$ cat src/rtl/booth_mult_seq.sv
// Sequential radix-2 Booth multiplier: signed 32x32 -> 64-bit product, one Booth
// step per clock through a single 32-bit adder, with a start/busy/done handshake.

module adder (
    input  logic [31:0] ra,
    input  logic [31:0] rb,
    input  logic        cin,
    output logic [31:0] sum,
    output logic        cout
);
    logic [32:0] total;

    assign total = {1'b0, ra} + {1'b0, rb} + {32'b0, cin};
    assign sum   = total[31:0];
    assign cout  = total[32];
endmodule

module booth_mult_seq #(
    parameter int WIDTH = 32,
    parameter int STEPS = 32
) (
    input  logic             clk,
    input  logic             rst_n,
    input  logic             start,
    input  logic [WIDTH-1:0] multiplicand,
    input  logic [WIDTH-1:0] multiplier,
    output logic             busy,
    output logic             done,
    output logic [WIDTH-1:0] hi,
    output logic [WIDTH-1:0] lo
);
    localparam int CW = $clog2(STEPS);
    localparam logic [CW-1:0] LAST_STEP = CW'(STEPS - 1);

    typedef enum logic [1:0] {
        IDLE = 2'd0,
        RUN  = 2'd1,
        DONE = 2'd2
    } state_t;

    state_t           state_q, state_d;
    logic [WIDTH-1:0] a_q, a_d;
    logic [WIDTH-1:0] q_q, q_d;
    logic             q1_q, q1_d;
    logic [WIDTH-1:0] m_q, m_d;
    logic [CW-1:0]    count_q, count_d;
    logic [WIDTH-1:0] hi_q, hi_d;
    logic [WIDTH-1:0] lo_q, lo_d;
    logic             busy_q, busy_d;
    logic             done_q, done_d;

    logic [WIDTH-1:0] add_ra;
    logic [WIDTH-1:0] add_rb;
    logic             add_cin;
    logic [WIDTH-1:0] add_sum;
    logic             add_cout;
    logic             step_sign;
    logic [WIDTH-1:0] step_a;
    logic [WIDTH-1:0] step_q;
    logic             step_q1;

    // Booth operand select from the current pair {Q[0], q_1}.
    always_comb begin
        add_ra  = a_q;
        add_rb  = '0;
        add_cin = 1'b0;
        unique case ({q_q[0], q1_q})
            2'b01: add_rb = m_q;
            2'b10: begin
                add_rb  = ~m_q;
                add_cin = 1'b1;
            end
            default: begin
                add_rb  = '0;
                add_cin = 1'b0;
            end
        endcase
    end

    adder u_adder (
        .ra   (add_ra),
        .rb   (add_rb),
        .cin  (add_cin),
        .sum  (add_sum),
        .cout (add_cout)
    );

    // The true 33rd bit of A +/- M comes from the operand signs and the carry
    // out; sum[31] alone overflows when M is the most negative value.
    always_comb begin
        step_sign = add_ra[WIDTH-1] ^ add_rb[WIDTH-1] ^ add_cout;
        step_a    = {step_sign, add_sum[WIDTH-1:1]};
        step_q    = {add_sum[0], q_q[WIDTH-1:1]};
        step_q1   = q_q[0];
    end

    always_comb begin
        state_d = state_q;
        a_d     = a_q;
        q_d     = q_q;
        q1_d    = q1_q;
        m_d     = m_q;
        count_d = count_q;
        hi_d    = hi_q;
        lo_d    = lo_q;
        busy_d  = busy_q;
        done_d  = done_q;

        unique case (state_q)
            IDLE, DONE: begin
                if (start) begin
                    m_d     = multiplicand;
                    q_d     = multiplier;
                    a_d     = '0;
                    q1_d    = 1'b0;
                    count_d = '0;
                    busy_d  = 1'b1;
                    done_d  = 1'b0;
                    state_d = RUN;
                end
            end
            RUN: begin
                a_d     = step_a;
                q_d     = step_q;
                q1_d    = step_q1;
                count_d = count_q + 1'b1;
                if (count_q == LAST_STEP) begin
                    hi_d    = step_a;
                    lo_d    = step_q;
                    busy_d  = 1'b0;
                    done_d  = 1'b1;
                    state_d = DONE;
                end
            end
            default: begin
                state_d = IDLE;
                busy_d  = 1'b0;
                done_d  = 1'b0;
            end
        endcase
    end

    always_ff @(posedge clk or negedge rst_n) begin
        if (!rst_n) begin
            state_q <= IDLE;
            a_q     <= '0;
            q_q     <= '0;
            q1_q    <= 1'b0;
            m_q     <= '0;
            count_q <= '0;
            hi_q    <= '0;
            lo_q    <= '0;
            busy_q  <= 1'b0;
            done_q  <= 1'b0;
        end else begin
            state_q <= state_d;
            a_q     <= a_d;
            q_q     <= q_d;
            q1_q    <= q1_d;
            m_q     <= m_d;
            count_q <= count_d;
            hi_q    <= hi_d;
            lo_q    <= lo_d;
            busy_q  <= busy_d;
            done_q  <= done_d;
        end
    end

    assign busy = busy_q;
    assign done = done_q;
    assign hi   = hi_q;
    assign lo   = lo_q;
endmodule

$ cat config.mk
export PLATFORM = sky130hd
export DESIGN_NAME = booth_mult_seq
export DESIGN_NICKNAME = d
export VERILOG_FILES = /design/src/rtl/booth_mult_seq.sv
export SDC_FILE = /design/constraint.sdc
export NUM_CORES = 1
export LEC_CHECK = 0
export ABC_AREA = 1
export CORE_MARGIN = 2
export CORE_UTILIZATION = 55
export CTS_BUF_LIST = sky130_fd_sc_hd__clkbuf_4 sky130_fd_sc_hd__clkbuf_8 sky130_fd_sc_hd__clkbuf_16
export CTS_CLUSTER_SIZE = 28
export DETAILED_ROUTE_END_ITERATION = 6
export MAX_ROUTING_LAYER = met4
export PLACE_DENSITY = 0.89
export SLEW_MARGIN = 5
export SYNTH_ARGS = -nofsm -noshare
export SYNTH_HDL_FRONTEND = slang
export SYNTH_HIERARCHICAL = 1
export SYNTH_SLANG_ARGS = --single-unit
$ cat constraint.sdc
create_clock -name clk -period 3.2 [get_ports clk]
set_input_delay 0.96 -clock clk [delete_from_list [all_inputs] [get_ports clk]]
set_output_delay 0.96 -clock clk [all_outputs]
set_load 0.005 [all_outputs]
Word level (Yosys, flattened, before mapping) --
Index checks and enable logic that the tools add are counted.
Storage, ports and cells: flip-flop bits (word level) 170, input bits 67, output and inout port bits 66, word-level logic and storage cells 48
Cells by class: add/sub/neg operators 3, equal/unequal tests 7, mux-type cells 18, bitwise logic cells 3, reductions and logical operators 7
Operator list (number):
- $pmux 32 s2 | 3
- $mux 32 | 2
- $add 32x32->33 | 1
- $add 33x1->33 | 1
- $not 32->32 | 1
- $pmux 5 s2 | 1
- $reduce_and 2->1 | 4
- $pmux 1 s2 | 3
- $add 5x1->5 const B | 1
- $eq 5x5->1 const B | 1
- $mux 1 | 5
- $mux 5 | 1
- $eq 2x1->1 const B | 2
- $eq 2x2->1 const B | 2
- $mux 2 | 2
- $ne 2x2->1 const B | 2
- $pmux 2 s2 | 1
- $logic_not 2->1 | 1
- $reduce_bool 2->1 | 1
- $reduce_or 2->1 | 1
- $xor 1x1->1 | 2

Logic depth before layout (Yosys ltp) --
word-level depth 6, depth in mapped cells 24, gate-level depth less buffers 23

Hierarchy --
Netlist, hierarchy kept.
By module, submodules not included:
- booth_mult_seq | times used 1, cells each 675, area each 6865.3 µm², sequential area each 4204.0 µm²
- adder | times used 1, cells each 505, area each 2393.5 µm², sequential area each 0.0 µm²

Worst setup path after synthesis --
No wires, ideal clock.
kind register to register, from register q_q[0], to register a_q[31], setup time 0.116 ns, data arrival time 2.843 ns, data required time 3.084 ns, slack 0.241 ns, stages on the path, launching flop included 24, path buffers 1, clock period less this slack 2.959 ns, path through dfrtp_1 inv_1 nor2_1 inv_1 clkbuf_1 o21ai_0 fa_1 fa_1 nand3_1 nand3_1 nand2_1 nand2_2 nand3_1 nand3_1 nand2_1 nand2_1 inv_1 nand2_1 nand2_1 inv_1 nand2_1 nand2_1 nand2_1 nand2_1
RTL lines:
- start, declared | RTL line 43 | logic [WIDTH-1:0] q_q, q_d;
- start signal, assigned | RTL line 158 | q_q <= q_d;
- $eq 2x2->1 | RTL line 67 | unique case ({q_q[0], q1_q})
- $mux 1 | RTL line 67
- via add_cin | RTL line 54 | logic add_cin;
- $add 33x1->33 | RTL line 13 | assign total = {1'b0, ra} + {1'b0, rb} + {32'b0, cin};
- via add_cout | RTL line 56 | logic add_cout;
- $xor 1x1->1 | RTL line 91 | step_sign = add_ra[WIDTH-1] ^ add_rb[WIDTH-1] ^ add_cout;
- $pmux 32 s2 | RTL line 109 | unique case (state_q)
- end signal, assigned | RTL line 146 | a_q <= '0;
- end signal, assigned | RTL line 157 | a_q <= a_d;
- end, declared | RTL line 42 | logic [WIDTH-1:0] a_q, a_d;
The timed path passes the listed nets, and every way through them passes these cells. A chain may end at the register's enable or synchronous reset.

Worst setup path after layout --
Same ends and word-level chain as after synthesis.

==> qor.csv <==
stage,metric,value,unit
placement,routabilityCongestion,0.9526,
synthesis,synth-warning-count,6,
die,dieWidth,133.7,um
final_layout,fin_nets,1405,
pwr,power_leakage,5.773,nW
sta,hold_ws,0.4904,ns
synthesis,syn_inst,1180,
final_layout,instances_no_fill,1535,
synthesis,syn_nets,1282,
worst_setup_path,reg2reg_setup_slack,0.25,ns
clock_network,clk_latency,0.43,ns
sta,finalHoldViolations,0,
die,pin_count,133,
sta,setup-violations-final,0,
pwr,p_comb_share,57.7,%
pwr,power_switching,6.410,mW
detailed_routing,via_count,8161,
die,initial_utilization,56.03,%
worst_setup_path,ff2ff_path_depth,22,
worst_setup_path,worstPathCellList,inv_2 > nor2_1 > inv_1 > o21ai_0 > fa_2 > fa_1 > nand3_1 > nand3_1 > nand2_1 > nand2_2 > nand3_1 > nand3_1 > nand2_1 > nand2_1 > inv_1 > nand2_1 > nand2_1 > inv_1 > nand2_1 > nand2_1 > nand2_1 > nand2_1,
synthesis,yosys.area_share.adder,4.892,%
final_layout,layout_commonest_cell,nand2_1,
die,dieHeight,133.7,um
worst_setup_path,cpLargestDelayFamily,simple AND/OR/NAND/NOR gates,
synthesis,synth_compound_area_share,11.73,%
clock_network,cts_tree,yes,
global_routing,grt_use_total,28.59,%
pwr,pwr_density_cell,1220,mW/mm^2
final_layout,multi_input_area,0.004078,mm^2
synthesis,syn_area_per_cell,7.847,um^2
synthesis,synth_top_family_by_area,simple AND/OR/NAND/NOR gates,
global_routing,grt_max_degree,76,
die,die_area,0.01789,mm^2
hold_path,whs_endpoint,count_q[3]$_DFFE_PN0P_,
pwr,ir_worst_vdd,0.5827,mV
worst_setup_path,critical_path_required,3.51,ns
synthesis,yosysSeqAreaShare,45.41,%
clock_network,clock_sinks,168,
clock_network,cts_buffers,17,
final_layout,area_growth,22.20,%
final_layout,final_cell_mix,"374 x nand2_1, 188 x inv_1, 168 x dfrtp_1",
global_routing,grt_pass1_vias,8251,
pwr,switching_share,46.44,%
hold_path,holdPathStages,1,
worst_setup_path,crit_top_cell,nand2_1,
sta,relSlewSlack,49.67,%
worst_setup_path,path_class,flop to flop,
pwr,seq_power_share,27.8,%
detailed_routing,dr.pass1.iters,5,
clock_network,htree_levels,4,
worst_setup_path,end_kind,flop,
sta,rsz0062_at_grt,no,
sta,finalCritPeriodShare,92.30,%
final_layout,regArea,0.004204,mm^2
clock_network,cts_buffer_depth,2,
sta,setup_tns,0,ns
detailed_routing,drtAntennaViolNets,0,
placement,dp.cells,1502,
global_routing,overflow,0,
sta,min_period,2.953,ns
worst_setup_path,arrival,3.27,ns
global_routing,grt_pass1_wl,39750,um
detailed_routing,post_drt_wl_per_cell,15.70,um
synthesis,synth-seq-cells,168,
sta,tightest_slew,0.7549,ns
worst_setup_path,cp.buffers_inverters,4,
worst_setup_path,worstSetupStartpointType,flop,
clock_network,clockRootBuffer,clkbuf_16,
final_layout,layout-drive-gt1-share,7.376,%
flow_run,cap_violations,0,
sta,fin_worst_skew,0.01130,ns
die,core_area,0.01652,mm^2
sta,fmax,338.6,MHz
clock_network,clkTransAtPathRegs,0.07,ns
synthesis,synthMuxAreaShare,3.770,%
hold_path,hold_path_class,flop to flop,
synthesis,netlist-cell-type-count,36,
final_layout,design_area,0.01131,mm^2
worst_setup_path,slowest_stage,fa_2,
synthesis,syn_area,0.009259,mm^2
synthesis,yosys.area_share.simple,22.12,%
hold_path,hold_start,count_q[3]$_DFFE_PN0P_,
detailed_routing,drtIter0Drc,706,
placement,dp_hpwl,17160,um
placement,io_buffers,132,
run_status,outcome,finished clean,
global_routing,antenna_found_initial,0,
pwr,p_int,7.394,mW
pwr,clkPwrFrac,14.6,%
die,num_rows,47,
worst_setup_path,worstReg2RegStart,q_q[0]$_DFFE_PN0P_,
final_layout,diodes,0,
clock_network,holdBufCountCts,0,
synthesis,synthXorXnorAreaFrac,1.419,%
worst_setup_path,rr_endpoint,a_q[31]$_DFFE_PN0P_,
placement,dpl_cell_area,0.01072,mm^2
detailed_routing,routed_wl,24100,um
sta,maxSlewViolCount,0,
pwr,finalPower,13.80,mW
worst_setup_path,critPathMaxStageDelay,0.44,ns
worst_setup_path,cp_max_fo,4,
detailed_routing,vias_per_cell,5.317,
detailed_routing,drc,0,
final_layout,n_fill_cell,1300,
-- synthesized netlist by cell type --
cell type / number / share of area [%]
nand3_1: 63 / 3.4
xor2_1: 14 / 1.3
buf_2: 13 / 0.70
dfrtp_1: 168 / 45
buf_1: 2 / 0.081
o21ai_0: 58 / 3.1
clkbuf_1: 13 / 0.53
nand2_2: 8 / 0.54
o21bai_1: 1 / 0.081
fa_1: 2 / 0.43
buf_6: 8 / 0.97
nand3b_1: 1 / 0.081
o21ai_1: 69 / 3.7
buf_4: 7 / 0.57
nand4_1: 3 / 0.20
xnor2_1: 1 / 0.095
ha_1: 33 / 4.5
nand3_2: 1 / 0.11
nand2_1: 374 / 15
o22ai_1: 1 / 0.068
o31ai_1: 1 / 0.081
nor2_1: 45 / 1.8
inv_1: 189 / 7.7
inv_4: 1 / 0.068
o221ai_1: 31 / 2.9
nand2_4: 2 / 0.24
or2_1: 1 / 0.068
a21oi_1: 25 / 1.4
inv_2: 2 / 0.081
nor2_2: 2 / 0.14
nor3_1: 5 / 0.27
a22o_1: 2 / 0.19
o211ai_1: 1 / 0.081
mux2_2: 31 / 3.8
nor3b_1: 1 / 0.081
a21o_1: 1 / 0.081
-- worst max-delay path by stage --
stage / from / to / slack, ns / depth (start not counted)
global route: q_q[0]$_DFFE_PN0P_ / hi[31]$_DFFE_PN0P_ / 0.0005 / 22
global placement: q_q[0]$_DFFE_PN0P_ / hi[31]$_DFFE_PN0P_ / 0.42 / 22
CTS: q_q[0]$_DFFE_PN0P_ / a_q[31]$_DFFE_PN0P_ / 0.22 / 22
finish: q_q[0]$_DFFE_PN0P_ / a_q[31]$_DFFE_PN0P_ / 0.25 / 22
detailed placement: q_q[0]$_DFFE_PN0P_ / a_q[31]$_DFFE_PN0P_ / 0.23 / 22
floorplan: q_q[0]$_DFFE_PN0P_ / a_q[31]$_DFFE_PN0P_ / 0.24 / 23
-- worst reg2reg max path, delay by kind of cell, from the launching register on --
kind | cells | cell delay (ns)
AND/OR/NAND/NOR | 15 | 1.20
adder cells (fa/ha/maj) | 2 | 0.84
flip-flops | 1 | 0.42
buffers and inverters | 4 | 0.27
AO/OA/AOI/OAI | 1 | 0.13
-- cells by family (layout without fill, tap and decap cells) --
family                     count (synthesis)  in the layout
adders and majority gates                 35             35
buffers and inverters                    235            370
DFF                                      168            168
and+or+nand+nor                          506            506
xor gates and xnor gates                  15             15
muxes                                     31             31
AOI/OAI and AO/OA                        190            190
-- state kept, by name (all words and copies together) (netlist names) --
signal / count
q1_q: 1
lo: 32
m_q: 32
q_q: 32
count_q: 5
hi: 32
done: 1
state_q: 1
a_q: 32
-- metrics by stage --
step / util [%] / worst slack [ns]
after floorplan: - / 0.2409
after global placement: 64.89 / 0.4188
after detailed placement: 64.89 / 0.2325
after CTS: 68.34 / 0.2183
after global routing: 68.47 / 0.0005109
final: 68.47 / 0.2465
-- cell type report --
| cell class | count | area share (%) |
|---|---|---|
| multi-input combinational | 777 | 36.04 |
| tap | 220 | 2.433 |
| sequential | 168 | 37.16 |
| timing repair buffer | 147 | 12.94 |
| clock buffer | 20 | 4.014 |
| inverter | 192 | 6.392 |
| clock inverter | 11 | 1.028 |
-- layer usage --
metal  up-vias  routed length (um)  GRT usage, %
met2       249               11590         46.01
met4         0                 569         9.574
met3        45                1246         4.795
met5         -                   0             -
met1      3864               10690         36.98
li1       4003                   -             -
-- timing repair --
item / in CTS / in global routing
buffers inserted: 0 / 2
endpoints found under the setup margin: 0 / 2
resized for setup: 0 / 4
-- power groups by stage --
stage	Sequential (mW)	Combinational (mW)	Clock, mW
floorplan	3.68	5.38	0
global placement	3.81	7.50	0
detailed placement	3.84	7.72	0
CTS	3.83	7.82	2.03
global route	3.94	8.92	2.12
finish	3.83	7.96	2.01
No activity file was read; power rests on OpenSTA's default activity.
